**src/rtl/mem_arbiter.sv**
```systemverilog
// Two-client round-robin arbiter sharing one memory port: write-through writes
// and line-refill reads, one read outstanding, with a read-response watchdog.
module mem_arbiter #(
    parameter int RD_TIMEOUT = 64
) (
    input  logic        clk,
    input  logic        reset,
    input  logic        c0_rreq,
    input  logic [12:0] c0_raddr,
    output logic [31:0] c0_rdata,
    output logic        c0_rvalid,
    input  logic        c0_wreq,
    input  logic [12:0] c0_waddr,
    input  logic [7:0]  c0_wdata,
    output logic        c0_wack,
    input  logic        c1_rreq,
    input  logic [12:0] c1_raddr,
    output logic [31:0] c1_rdata,
    output logic        c1_rvalid,
    input  logic        c1_wreq,
    input  logic [12:0] c1_waddr,
    input  logic [7:0]  c1_wdata,
    output logic        c1_wack,
    output logic        mem_rreq,
    output logic [12:0] mem_raddr,
    input  logic [31:0] mem_rdata,
    input  logic        mem_rvalid,
    output logic        mem_wreq,
    output logic [12:0] mem_waddr,
    output logic [7:0]  mem_wdata,
    output logic        busy,
    output logic        timeout_err
);

    localparam int CW = $clog2(RD_TIMEOUT + 1);
    localparam logic [CW-1:0] CNT_LAST = CW'(RD_TIMEOUT - 1);

    typedef enum logic [1:0] {IDLE, WRITE, RD_WAIT, RD_RESP} state_t;

    state_t        r_state;
    logic          r_last;
    logic          r_sel;
    logic [CW-1:0] r_cnt;

    logic          w_req0;
    logic          w_req1;
    logic          w_pick1;
    logic          w_wr;
    logic [12:0]   w_waddr;
    logic [7:0]    w_wdata;
    logic [12:0]   w_raddr;

    // On a tie the client that was not granted last wins; writes beat reads.
    assign w_req0  = c0_rreq | c0_wreq;
    assign w_req1  = c1_rreq | c1_wreq;
    assign w_pick1 = w_req1 & (~w_req0 | ~r_last);
    assign w_wr    = w_pick1 ? c1_wreq  : c0_wreq;
    assign w_waddr = w_pick1 ? c1_waddr : c0_waddr;
    assign w_wdata = w_pick1 ? c1_wdata : c0_wdata;
    assign w_raddr = w_pick1 ? c1_raddr : c0_raddr;

    always_ff @(posedge clk or negedge reset) begin
        if (!reset) begin
            r_state     <= IDLE;
            r_last      <= 1'b1;
            r_sel       <= 1'b0;
            r_cnt       <= '0;
            c0_rdata    <= '0;
            c0_rvalid   <= 1'b0;
            c0_wack     <= 1'b0;
            c1_rdata    <= '0;
            c1_rvalid   <= 1'b0;
            c1_wack     <= 1'b0;
            mem_rreq    <= 1'b0;
            mem_raddr   <= '0;
            mem_wreq    <= 1'b0;
            mem_waddr   <= '0;
            mem_wdata   <= '0;
            busy        <= 1'b0;
            timeout_err <= 1'b0;
        end else begin
            mem_rreq  <= 1'b0;
            mem_wreq  <= 1'b0;
            c0_wack   <= 1'b0;
            c1_wack   <= 1'b0;
            c0_rvalid <= 1'b0;
            c1_rvalid <= 1'b0;
            case (r_state)
                IDLE: begin
                    if (w_req0 | w_req1) begin
                        r_sel  <= w_pick1;
                        r_last <= w_pick1;
                        busy   <= 1'b1;
                        if (w_wr) begin
                            r_state   <= WRITE;
                            mem_wreq  <= 1'b1;
                            mem_waddr <= w_waddr;
                            mem_wdata <= w_wdata;
                            c0_wack   <= ~w_pick1;
                            c1_wack   <= w_pick1;
                        end else begin
                            r_state   <= RD_WAIT;
                            mem_rreq  <= 1'b1;
                            mem_raddr <= w_raddr;
                            r_cnt     <= '0;
                        end
                    end
                end
                WRITE: begin
                    r_state <= IDLE;
                    busy    <= 1'b0;
                end
                RD_WAIT: begin
                    // A response in the expiry cycle still counts as a success.
                    if (mem_rvalid) begin
                        r_state <= RD_RESP;
                        if (r_sel) begin
                            c1_rdata  <= mem_rdata;
                            c1_rvalid <= 1'b1;
                        end else begin
                            c0_rdata  <= mem_rdata;
                            c0_rvalid <= 1'b1;
                        end
                    end else if (r_cnt == CNT_LAST) begin
                        timeout_err <= 1'b1;
                        r_state     <= IDLE;
                        busy        <= 1'b0;
                    end else begin
                        r_cnt <= r_cnt + CW'(1);
                    end
                end
                RD_RESP: begin
                    r_state <= IDLE;
                    busy    <= 1'b0;
                end
                default: begin
                    r_state <= IDLE;
                    busy    <= 1'b0;
                end
            endcase
        end
    end

endmodule

```
**config.mk**
```make
export PLATFORM = sky130hd
export DESIGN_NAME = mem_arbiter
export DESIGN_NICKNAME = d
export VERILOG_FILES = /design/src/rtl/mem_arbiter.sv
export SDC_FILE = /design/constraint.sdc
export NUM_CORES = 1
export LEC_CHECK = 0
export ABC_AREA = 1
export BUFFER_PORTS_ARGS = -buffer_cell sky130_fd_sc_hd__buf_2
export CAP_MARGIN = 20
export CORE_MARGIN = 5
export CORE_UTILIZATION = 43
export DETAILED_ROUTE_END_ITERATION = 8
export MAX_ROUTING_LAYER = met4
export PLACE_DENSITY = 0.74
export SETUP_SLACK_MARGIN = 0.4
export SYNTH_ARGS = -nofsm -noshare
export SYNTH_HDL_FRONTEND = slang
export SYNTH_SLANG_ARGS = --single-unit
```
**constraint.sdc**
```tcl
create_clock -name clk -period 1.6 [get_ports clk]
set_input_delay 0.32 -clock clk [delete_from_list [all_inputs] [get_ports clk]]
set_output_delay 0.32 -clock clk [all_outputs]
set_load 0.03 [all_outputs]
```
# Word-level counts from Yosys, hierarchy flattened
# Cells that the tools add are included.
[classes] mux=36 eq_ne=10 addsub=1 n_bitwise=11 n_reduce_logical=12
[ops] op="$mux 7" count=4
[ops] op="$mux 13" count=2
[ops] op="$mux 1" count=22
[ops] op="$reduce_and 3->1" count=6
[ops] op="$pmux 7 s2" count=1
[ops] op="$ne 2x2->1 const B" count=5
[ops] op="$mux 2" count=4
[ops] op="$mux 8" count=1
[ops] op="$add 7x1->7 const B" count=1
[ops] op="$eq 7x6->1 const B" count=1
[ops] op="$not 1->1" count=6
[ops] op="$pmux 2 s3" count=1
[ops] op="$reduce_and 5->1" count=1
[ops] op="$eq 2x2->1 const B" count=2
[ops] op="$or 1x1->1" count=4
[ops] op="$reduce_and 2->1" count=2
[ops] op="$ne 3x3->1 const B" count=1
[ops] op="$pmux 1 s3" count=1
[ops] op="$eq 2x1->1 const B" count=1
[ops] op="$logic_not 2->1" count=1
[ops] op="$reduce_bool 2->1" count=1
[ops] op="$reduce_or 2->1" count=1
[ops] op="$and 1x1->1" count=1
[totals] output_inout_bits=106 elab_cells=87 ff_bits=117 input_bits=107

# Depth between registers and ports, before layout
[depth] word_depth=8 ltp_mapped=10 mapped_depth_nobuf=9

# Worst setup path before layout
# No wires, ideal clock.
[synth_path] kind="register -> register" start="register r_cnt[0]" end="register r_cnt[5]" required_ps=1481 setup_time_ps=119 arrival_ps=1373 n_path_buf=0 period_less_slack_ps=1491 setup_slack_ps=109 stages_incl_launch_ff=10 cell_sequence="dfrtp_1 > ha_1 > nand2_1 > nor2_1 > nand2_1 > nand2_1 > nand2_2 > nand3_1 > nand2_1 > nand2_1"
[synth_between] elab_chain_cells=4 word_cells_on_any_way=7 cone_classes="1 x add/sub; 2 x eq/ne; 3 x mux; 1 x reduce/logical"
[synth_rtl] item="from (decl)" line="43" rtl="logic [CW-1:0] r_cnt;"
[synth_rtl] item="from (signal assigned)" line="129" rtl="r_cnt <= r_cnt + CW'(1);"
[synth_rtl] item="$add 7x1->7" line="129"
[synth_rtl] item="$mux 7" line="124" rtl="end else if (r_cnt == CNT_LAST) begin"
[synth_rtl] item="$mux 7" line="115" rtl="if (mem_rvalid) begin"
[synth_rtl] item="$pmux 7 s2" line="88" rtl="case (r_state)"
# Parallel ways exist; a longest one is shown, timed or not. The select of a mux whose other input is x is not followed.
# A chain may end at the register's enable or synchronous reset.

# Final worst setup path
[layout_path] start="register r_state[0]" end="register c0_rdata[9]"
[layout_between] elab_chain_cells=2
[layout_rtl] item="from (decl)" line="40" rtl="state_t r_state;"
[layout_rtl] item="from (signal assigned)" line="64" rtl="r_state <= IDLE;"
[layout_rtl] item="from (signal assigned)" line="95" rtl="r_state <= WRITE;"
[layout_rtl] item="from (signal assigned)" line="102" rtl="r_state <= RD_WAIT;"
[layout_rtl] item="$eq 2x2->1" line="88"
[layout_rtl] item="$reduce_and 3->1 (no source line)"
[layout_rtl] item="to (signal assigned)" line="121" rtl="c0_rdata <= mem_rdata;"
[layout_rtl] item="to (decl)" line="10" rtl="output logic [31:0] c0_rdata,"
# No other way between the ends.

==> results.toml <==
[outcome]
outcome = "finished clean"

[clock_network]
root_buffer = "clkbuf_16"
clk_pin_slew_worst_paths_ns = 0.06
numCtsBuffers = 17
cts_htree_levels = 4
insertion_delay_ns = 0.41
cts_tree = "built"
cts.path.max_buffers = 2
clock_sinks = 117

[drt]
routed-via-count = 6056
wire_per_inst_um = 20.6
routed_wl_um = 23200
vias_per_cell = 5.38
ant_nets = 0
drtPass1Iterations = 6
drc = 0
drt-initial-drc-count = 692

[setup_path]
worstSetupPathType = "reg -> reg"
end_kind = "flop"
cp.required_ns = 1.91
crit_fanout = 7
critPathLaunchType = "flop"
worstPathArrival_ns = 1.83

[layout]
drive_above_1_share_pct = 56.6
final_util_pct = 84.2
final_area_um2 = 9650
syn2layout_area_growth_pct = 91.7
nets = 1076

[floorplanning]
io_pins = 213
die_w_um = 118
dieArea_um2 = 14000
chipHeight_um = 118
core-area_um2 = 11500
num_rows = 39
start_util_pct = 43.9

[place]
port-buffer-count = 212
gp_congestion = 0.867
dp_hpwl_um = 9930
dpl_cell_area_um2 = 6430

[global_routing]
grt_pass1_wl_um = 27600
globalRouteOverflowTotal = 0
grtUsageTotal_pct = 24.9
antenna_found_initial = 1
grt_max_degree = 72
grt_pass1_vias = 5392

[power]
leakage_nw = 5.22
cellPowerDensity_nw_per_um2 = 2240
max-vdd-ir-drop_mv = 1.81

[sta]
slew_headroom_pct = 73.8
finalSetupTns_ns = 0
slew_viol_final = 0
period_share_pct = 95.2
fin_skew_ns = 0.0113
setup_viol = 0
period_needed_ns = 1.52
finalHoldViolCount = 0
worstMarginPinSlew_ns = 0.393
hold_ws_ns = 0.194
rsz0062_at_grt = "yes"
max_freq_mhz = 656

[logic_synthesis]
yosysUniqueCellTypes = 22
yosysSeqAreaShare_pct = 58.2
synth_top_area_share_pct = 57.7
yosysWarnings = 0
yosys-top-cells-area = "dfrtp_1 58%, nand2_1 24%, o21ai_1 6.4%"
synth_seq_cells = 117
avgSynthCellArea_um2 = 8.11
syn_nets = 729
yosys.area.top_type = "dfrtp_1"
syn_area_um2 = 5030
syn_inst = 621

[worst_hold_path]
worstHoldPathType = "in -> reg"

[flow_run]
maxCapViolations = 0
path summary, 6_finish.rpt:
path / start / depth (start not counted) / to / slack, ns
min: mem_rdata[28] / 3 / c1_rdata[28] / 0.19
min reg2reg: mem_waddr[5] / 2 / mem_waddr[5] / 0.50
max in group asynchronous: reset / 3 / c1_rdata[27] / 0.71
min in group asynchronous: reset / 3 / mem_wdata[3] / 0.52
max reg2reg: r_state[0] / 7 / c0_rdata[9] / 0.08
max: r_state[0] / 7 / c0_rdata[9] / 0.08
synth_stat cells, drive strengths merged:
master	count
buf	21
clkbuf	5
clkinv	1
dfrtp	116
dfstp	1
ha	1
inv	52
nand2	319
nand3	11
nand4	7
nor2	18
o21ai	67
o21bai	2
area by class of cell:
type                            count  area (um^2)
Inverter                           53          241
Fill cell                         573         1810
Multi-Input combinational cell    425         2500
Timing Repair Buffer              353         3210
Clock inverter                     15          155
Clock buffer                       17          425
Timing Repair inverter              1         6.26
Sequential cell                   117         2930
Tap cell                          143          179
Antenna cell                        1         2.50
layer usage:
metal / part of all wire [%] / up-vias / GRT usage [%]
met3: 8.5 / 101 / 6.16
met5: 0 / - / -
met1: 35 / 2918 / 28.8
li1: - / 2612 / -
met2: 52 / 425 / 42.5
met4: 4.5 / 0 / 8.03
what timing repair did:
action / 4_1_cts / 5_1_grt
setup endpoints to repair: 205 / 220
hold buffers: 1 / 0
resized for setup: 264 / 191
setup buffers: 52 / 53
pin swaps: 17 / 33
hold endpoints to repair: 116 / 0
gates cloned: 5 / 11
kinds of logic after synthesis:
group                    Yosys count  share of synthesized area (%)
AO/OA/AOI/OAI                     69                           7.03
adder cells (fa/ha/maj)            1                          0.248
AND/OR/NAND/NOR                  355                           27.8
flip-flops                       117                           58.2
buffers and inverters             79                           6.71
placed cells by master (no fill, tap or decap), types with 5 or more instances in the layout:
| cell | n |
|---|---|
| nand2_2 | 76 |
| clkbuf_16 | 24 |
| nand3_1 | 5 |
| nor2_1 | 13 |
| buf_4 | 98 |
| inv_6 | 5 |
| buf_2 | 106 |
| nand2_4 | 41 |
| inv_1 | 47 |
| dfrtp_1 | 115 |
| nand2_1 | 201 |
| buf_8 | 6 |
| o21ai_2 | 27 |
| buf_12 | 10 |
| nand4_1 | 7 |
| buf_6 | 121 |
| nor2_4 | 5 |
| o21ai_1 | 35 |
critical path, cell delays in order, from the launching register on:
cell and delay (ns):
dfrtp_1 0.44, nor2_4 0.17, nand2_4 0.09, nor2_4 0.14, inv_6 0.09, buf_12 0.14, buf_16 0.13, o21ai_1 0.21
per-stage QoR:
stage          power, mW  instances  setup slack, ns
3_5_place_dp        11.9        970           0.0545
6_report            21.6       1125           0.0766
3_3_place_gp        11.8        970            0.122
2_1_floorplan       9.72        621            0.233
4_1_cts             18.4       1060            0.216
5_1_grt             22.4       1125           0.0369
sequential cells by signal, summed over array words and instances, names as in the netlist:
signal and count:
c0_rdata 32, c1_rdata 32, mem_raddr 13, mem_waddr 13, mem_wdata 8, r_cnt 7, r_state 2, busy 1
c0_rvalid 1, c0_wack 1, c1_rvalid 1, c1_wack 1, mem_rreq 1, mem_wreq 1, r_last 1, r_sel 1
timeout_err 1
power breakdown:
part	internal, mW	leakage [nW]	switching, mW
registers	4.24	1.48	1.15
clock network	2.30	0.280	1.52
logic	5.67	3.47	6.74
total	12.2	5.22	9.41
Power figures use the tool's default switching activity.
